<file path="src/rtl/dram_cycle_ctrl.sv">
// DRAM cycle sequencer for the ADAM memory board: turns buffered Z80 strobes
// into RAS/MUX/CAS, hands the bus to a DMA master via BUSRQ/BUSAK, and slips
// in RAS-only refreshes while the Z80 is off the bus.
// All DRAM strobes are registered copies of the state decode, so each strobe
// appears one B_PHI edge after the state that calls for it.
module dram_cycle_ctrl #(
    parameter int PRECHG_CYC = 1,
    parameter int REF_INT    = 64,
    parameter int REF_HOLD   = 2
) (
    input  logic       B_PHI,
    input  logic       RST_N,
    input  logic       BMREQ_N,
    input  logic       BRD_N,
    input  logic       N_BWR,
    input  logic       BRFSH_N,
    input  logic       BA15,
    input  logic       DMA_N,
    input  logic       BUSAK_N,
    output logic       BUSRQ_N,
    output logic       DMAGNT_N,
    output logic       RAS_N,
    output logic       MUX,
    output logic       CAS1_N,
    output logic       CAS2_N,
    output logic [6:0] RFADDR,
    output logic       RFADDR_EN,
    output logic       WAIT_OUT_N
);

    localparam int TW = 4;
    localparam int CW = $clog2(REF_INT) + 1;

    typedef enum logic [2:0] {IDLE, ROW, COL, CAS, REF, IREF, PRE} state_t;

    state_t          state, state_nxt;
    logic [TW-1:0]   tmr, tmr_nxt;
    logic [CW-1:0]   ref_cnt;
    logic            ref_due;
    logic            bank;
    logic            prot_err;
    logic            granted;
    logic            ras_d, mux_d, cas1_d, cas2_d, rfen_d;

    assign granted = ~DMAGNT_N;

    // Next-state decode and per-state strobe levels (registered below).
    always_comb begin
        state_nxt = state;
        tmr_nxt   = tmr;
        ras_d     = 1'b1;
        mux_d     = 1'b0;
        cas1_d    = 1'b1;
        cas2_d    = 1'b1;
        rfen_d    = 1'b0;
        case (state)
            IDLE: begin
                if (ref_due && granted) begin
                    state_nxt = IREF;
                    tmr_nxt   = TW'(REF_HOLD - 1);
                end else if (!BMREQ_N && !BRFSH_N) begin
                    state_nxt = REF;
                end else if (!BMREQ_N && (!BRD_N || !N_BWR)) begin
                    state_nxt = ROW;
                end
            end
            ROW: begin
                ras_d     = 1'b0;
                state_nxt = COL;
            end
            COL: begin
                ras_d     = 1'b0;
                mux_d     = 1'b1;
                state_nxt = CAS;
            end
            CAS: begin
                ras_d  = 1'b0;
                mux_d  = 1'b1;
                cas1_d = bank;
                cas2_d = ~bank;
                if (BMREQ_N) begin
                    state_nxt = PRE;
                    tmr_nxt   = TW'(PRECHG_CYC - 1);
                end
            end
            REF: begin
                ras_d = 1'b0;
                if (BMREQ_N) begin
                    state_nxt = PRE;
                    tmr_nxt   = TW'(PRECHG_CYC - 1);
                end
            end
            IREF: begin
                ras_d  = 1'b0;
                rfen_d = 1'b1;
                if (tmr == '0) begin
                    state_nxt = PRE;
                    tmr_nxt   = TW'(PRECHG_CYC - 1);
                end else begin
                    tmr_nxt = tmr - TW'(1);
                end
            end
            PRE: begin
                if (tmr == '0) state_nxt = IDLE;
                else           tmr_nxt   = tmr - TW'(1);
            end
            default: state_nxt = IDLE;
        endcase
    end

    // State register, dwell timer, and CAS bank latched as CAS is entered.
    always_ff @(posedge B_PHI or negedge RST_N) begin
        if (!RST_N) begin
            state <= IDLE;
            tmr   <= '0;
            bank  <= 1'b0;
        end else begin
            state <= state_nxt;
            tmr   <= tmr_nxt;
            if (state == COL) bank <= BA15;
        end
    end

    // Registered DRAM strobes; reset drops them at once, aborting any cycle.
    always_ff @(posedge B_PHI or negedge RST_N) begin
        if (!RST_N) begin
            RAS_N     <= 1'b1;
            MUX       <= 1'b0;
            CAS1_N    <= 1'b1;
            CAS2_N    <= 1'b1;
            RFADDR_EN <= 1'b0;
        end else begin
            RAS_N     <= ras_d;
            MUX       <= mux_d;
            CAS1_N    <= cas1_d;
            CAS2_N    <= cas2_d;
            RFADDR_EN <= rfen_d;
        end
    end

    // DMA bus handshake; a BUSAK release mid-grant kills the grant until DMA_N lifts.
    always_ff @(posedge B_PHI or negedge RST_N) begin
        if (!RST_N) begin
            BUSRQ_N  <= 1'b1;
            DMAGNT_N <= 1'b1;
            prot_err <= 1'b0;
        end else if (DMA_N) begin
            BUSRQ_N  <= 1'b1;
            DMAGNT_N <= 1'b1;
            prot_err <= 1'b0;
        end else begin
            if (DMAGNT_N && !prot_err) BUSRQ_N <= 1'b0;
            if (!DMAGNT_N && BUSAK_N) begin
                DMAGNT_N <= 1'b1;
                prot_err <= 1'b1;
            end else if (!BUSRQ_N && !BUSAK_N && !prot_err) begin
                DMAGNT_N <= 1'b0;
            end
        end
    end

    // Refresh interval timer; the row address advances as RFADDR_EN drops,
    // so the address is stable for the whole time it is driven.
    always_ff @(posedge B_PHI or negedge RST_N) begin
        if (!RST_N) begin
            ref_cnt <= '0;
            ref_due <= 1'b0;
            RFADDR  <= '0;
        end else begin
            if (DMAGNT_N || (state == IDLE && state_nxt == IREF)) begin
                ref_cnt <= '0;
                ref_due <= 1'b0;
            end else if (!ref_due) begin
                ref_cnt <= ref_cnt + CW'(1);
                if (ref_cnt == CW'(REF_INT - 2)) ref_due <= 1'b1;
            end
            if (state == PRE && RFADDR_EN) RFADDR <= RFADDR + 7'd1;
        end
    end

    // Stall a DMA access that collides with a pending/active refresh until IDLE.
    always_ff @(posedge B_PHI or negedge RST_N) begin
        if (!RST_N)
            WAIT_OUT_N <= 1'b1;
        else if (granted && !BMREQ_N && (ref_due || state == IREF))
            WAIT_OUT_N <= 1'b0;
        else if (state == IDLE)
            WAIT_OUT_N <= 1'b1;
    end

endmodule

</file>
<file path="config.mk">
export PLATFORM = sky130hd
export DESIGN_NAME = dram_cycle_ctrl
export DESIGN_NICKNAME = d
export VERILOG_FILES = /design/src/rtl/dram_cycle_ctrl.sv
export SDC_FILE = /design/constraint.sdc
export NUM_CORES = 1
export LEC_CHECK = 0
export ABC_AREA = 0
export CAP_MARGIN = 20
export CORE_MARGIN = 3
export CORE_UTILIZATION = 26
export CTS_CLUSTER_DIAMETER = 200
export DETAILED_ROUTE_END_ITERATION = 16
export PLACE_DENSITY = 0.46
export SLEW_MARGIN = 30
export SYNTH_ARGS = -nofsm -noshare
export SYNTH_HDL_FRONTEND = slang
export SYNTH_SLANG_ARGS = --single-unit
</file>
<file path="constraint.sdc">
create_clock -name B_PHI -period 2.65 [get_ports B_PHI]
set_input_delay 0.265 -clock B_PHI [delete_from_list [all_inputs] [get_ports B_PHI]]
set_output_delay 0.265 -clock B_PHI [all_outputs]
set_load 0.03 [all_outputs]
</file>
== Word-level counts from Yosys, hierarchy flattened ==
Cells that the tools add are included.
Word-level totals
  flip-flop bits (word level): 32
  logic and storage cells: 96
  output and inout bits: 15
Cells by class
  $add $sub $neg: 3
  bitwise logic cells: 2
  muxes and demuxes: 31
  equal/unequal tests: 12
  reductions and logical operators: 33
Operator list (number)
  3-bit 2-to-1 mux: 6
  3-bit one-hot mux with 6 select lines: 1
  1-bit 2-to-1 mux: 17
  4-bit 2-to-1 mux: 4
  4-bit one-hot mux with 4 select lines: 1
  7-bit by 1-bit adder with 7-bit output, second input constant: 2
  7-bit 2-to-1 mux: 2
  3-bit equality test, second input constant: 4
  1-bit logical AND: 11
  1-bit logical NOT: 8
  7-bit by 6-bit equality test with 1-bit output, second input constant: 1
  3-bit by 2-bit equality test with 1-bit output, second input constant: 2
  2-bit nonzero test: 3
  5-bit OR reduction: 1
  4-bit logical NOT: 1
  2-bit by 1-bit inequality test with 1-bit output, second input constant: 2
  2-bit inequality test, second input constant: 2
  4-bit AND reduction: 1
  4-bit nonzero test: 1
  2-bit OR reduction: 2
  4-bit by 1-bit subtractor with 4-bit output, second input constant: 1
  3-bit by 1-bit equality test with 1-bit output, second input constant: 1
  3-bit logical NOT: 1
  1-bit logical OR: 3
  2 further kinds: 3

== Logic depth before layout (Yosys ltp) ==
  depth after elaboration: 11
  depth in mapped cells: 7
  gate-level depth less buffers: 7

== Least setup slack after synthesis ==
No wires, ideal clock.
  path kind: register to register
  start point: reg tmr[0]
  end point: reg tmr[2]
  path slack: 1.029 ns
  clock period less this slack: 1.621 ns
  cell stages (with the launch flop): 8
  arrival time: 1.499 ns
  data required time: 2.528 ns
  setup time: 0.122 ns
  path through: dfrtp_1 > inv_1 > ha_1 > nor3b_2 > o22ai_1 > a31oi_1 > xor2_1 > nor2_1
Between the ends
  longest elaborated chain between the ends: 3
RTL lines
  start, declared: line 37  | logic [TW-1:0] tmr, tmr_nxt;
  start signal, assigned: line 119  | tmr <= tmr_nxt;
  4-bit by 1-bit subtractor with 4-bit output / 4-bit logical NOT (equally long branches)
  4-bit 2-to-1 mux (tied with other cells): line 104  | if (tmr == '0) state_nxt = IDLE;
  4-bit one-hot mux with 4 select lines / 4-bit AND reduction (equally long branches)
Parallel ways exist; a longest one is shown, timed or not. The select of a mux whose other input is x is not followed.
A chain may end at the register's enable or synchronous reset.

== Worst setup path after layout ==
  start point: reg DMAGNT_N
  end point: out DMAGNT_N
RTL lines
  start, declared: line 21  | output logic DMAGNT_N,
  start signal, assigned: line 145  | DMAGNT_N <= 1'b1;
  start signal, assigned: line 149  | DMAGNT_N <= 1'b1;
  start signal, assigned: line 154  | DMAGNT_N <= 1'b1;
No word-level cell between the ends.

==> results.txt <==
Seq cells post-synth -> 32
N_diodes -> 0
Design area -> 2040 µm²
Initial Util -> 27.4%
Area Growth Syn to Fin -> 23.3%
Post-synth EDFFs -> 0
RR Endpoint -> tmr[2]
Total core area -> 6030 µm²
Place WS -> 0.747 ns
RSZ-0062 raised after global routing -> false
WS Path Type -> register to primary output
Worst Setup EP -> DMAGNT_N
Crit-path cells -> clkdlybuf4s50_1
Worst-margin pin slew -> 0.577 ns
CTS tree -> done
Max Cap Viol -> 0
Placed cells -> 258
Most frequent cells in the layout -> dfrtp_1 (26), clkdlybuf4s50_1 (23), nor2_1 (18)
Setup crit end kind -> primary output
Fraction of registers with async set/reset -> 100%
Lkg Pwr -> 0.840 nW
Routed WL per cell -> 13.4 µm
Area of the multi-input gates -> 781 µm²
Clock transition at path regs -> 0.07 ns
Post-CTS sizing -> 0
CP max stage cell -> clkdlybuf4s50_1
HP Class -> primary input to async pin
Setup repair bufs after CTS -> 0
R2R depth -> 7
DRC -> 0
Tmin final -> 1.94 ns
H-tree depth -> 2
Worst path depth -> 1
Slew headroom -> 61.4%
Worst EP arrival -> 1.68 ns
GRT Overall Usage -> 10.3%
Final setup viols -> 0
Final setup skew -> 0.00810 ns
Status -> complete, no violations
Nets -> 204
VDD IR-drop max -> 375 µV
Initial antenna violation count -> 0
Hold-fix buffers at CTS -> 0
Fillers -> 625
First-pass GRT wire length -> 5910 µm
Share of cells above drive strength 1 -> 12.6%
Clock sink total -> 32
Cell Area, Synth -> 1650 µm²
Critical Path Max Stage Delay -> 0.72 ns
Largest net degree at the start of global routing -> 33
Number of routed nets with antenna violations -> 0
I/O pin count -> 24
Routed wire length -> 3570 µm
Startpoint Class -> register
Yosys warns -> 0
Rows -> 28
Vias in the first global route -> 1295
CTS Buffer Depth -> 2
DIE AREA -> 7340 µm²
Die Wd -> 85.7 µm
Largest fanout on the critical path -> 13
Sequential fraction of the synthesis area -> 48.9%
I/O Buffers -> 23
Total Power -> 1.84 mW
Die Span Y -> 85.7 µm
Final period utilization -> 73.4%
Synthesized Nets -> 179
CP startpoint -> DMAGNT_N
Ys flop type -> dfrtp_1
DR iter-0 viols -> 67
Syn Area/Cell -> 10.0 µm²
Placed Area -> 1950 µm²
Later-pin clock latency in the skew report -> 0.28 ns
GRT Residual Overflow -> 0
Placer Congestion -> 0.784
Vias -> 1302
DR vias/cell -> 4.89
Slew Viols, Final -> 0
CTS Root Cell -> clkbuf_8
FMAX -> 514 MHz
DRT Pass-1 Iters -> 4
CP required -> 2.38 ns
RR Startpoint -> tmr[0]
Post-Route Setup TNS -> 0 ns
Syn Inst Count -> 165
CTS Buf Count -> 5
Final Hold Fails -> 0
CP top delay family -> buffers and inverters
Register-to-register setup slack -> 0.74 ns
Commonest non-fill, non-tap cell in the layout -> dfrtp_1
Non-Filler Instances -> 266
WP buf/inv -> 1
Pwr/cell area -> 905 nW/µm²
DP Wirelength -> 2480 µm
Fin worst setup slack -> 0.705 ns
Post-synthesis cell type count -> 40
FF+latch area -> 808 µm²
==> synth_stat cells, types with 3 or more instances <==
cell      number  area [µm²]
o21ai_0        7        35.0
xor2_1         9        78.8
dfstp_2        6         158
nand3_1        6        30.0
nand2b_1       4        25.0
o21ai_1        3        15.0
a31oi_1        6        37.5
clkbuf_1       3        11.3
nor3_1         3        15.0
nand2_1       16        60.1
a21oi_1        9        45.0
a211oi_1       4        30.0
nand4_1        3        18.8
dfrtp_1       26         651
nor2_1        18        67.6
xnor2_1        4        35.0
ha_1           5        62.6
inv_1          6        22.5
==> metrics by stage <==
step	util [%]	hold WS (ns)
after floorplan	-	-0.0306
after global placement	32.4	0.446
after detailed placement	32.4	0.440
after CTS	33.8	0.402
after global routing	33.8	0.436
final	33.8	0.393
==> worst min-delay path by stage <==
| stage | startpoint | end | slack (ns) | cells past startpoint |
|---|---|---|---|---|
| detailed placement | bank | CAS2_N | 0.44 | 1 |
| CTS | RST_N | RFADDR[2] | 0.40 | 2 |
| floorplan | RST_N | MUX | -0.03 | 0 |
| finish | RST_N | RFADDR[6] | 0.39 | 2 |
| global placement | bank | CAS2_N | 0.45 | 1 |
| global route | RST_N | RFADDR[4] | 0.44 | 2 |
==> where the power goes <==
| part | internal [mW] | switching [mW] | leakage (nW) |
|---|---|---|---|
| registers | 0.610 | 0.166 | 0.404 |
| logic | 0.301 | 0.406 | 0.394 |
| clock network | 0.184 | 0.175 | 0.0422 |
| total | 1.10 | 0.748 | 0.840 |
==> worst reg2reg max path, stage by stage, from the launching register on <==
cell,delay [ns]
dfrtp_1,0.41
inv_1,0.09
ha_1,0.15
nor3b_2,0.50
o22ai_1,0.18
a31oi_1,0.23
xor2_1,0.17
nor2_1,0.05
==> registers in the layout, summed over array words and instances, names as in the netlist <==
register    count
RFADDR          7
ref_cnt         7
tmr             4
state           3
BUSRQ_N         1
CAS1_N          1
CAS2_N          1
DMAGNT_N        1
MUX             1
RAS_N           1
RFADDR_EN       1
WAIT_OUT_N      1
bank            1
prot_err        1
ref_due         1
==> logic make-up after synthesis <==
group                      share of synthesized area [%]
buffers and inverters                               3.79
xor gates and xnor gates                            6.89
muxes                                               1.97
adders and majority gates                           3.79
AOI/OAI and AO/OA                                   15.5
and+or+nand+nor                                     19.2
DFF                                                 48.9
==> final cells by class <==
cell class              count  share of cell area [%]
repair buffers             25                    12.0
clock buffers               7                    3.75
flip-flops and latches     32                    39.7
clock inverters             1                   0.246
inverters                   7                    1.29
multi-input cells         119                    38.4
well taps                  75                    4.61
==> metal layers <==
layer / track usage, % / vias up / part of all wire (%)
met5: 0 / - / 0
li1: - / 628 / -
met1: 13.2 / 638 / 47
met4: 5.18 / 0 / 1.5
met2: 15.7 / 32 / 46
met3: 3.17 / 4 / 5.2
No activity file was read; power rests on OpenSTA's default activity.
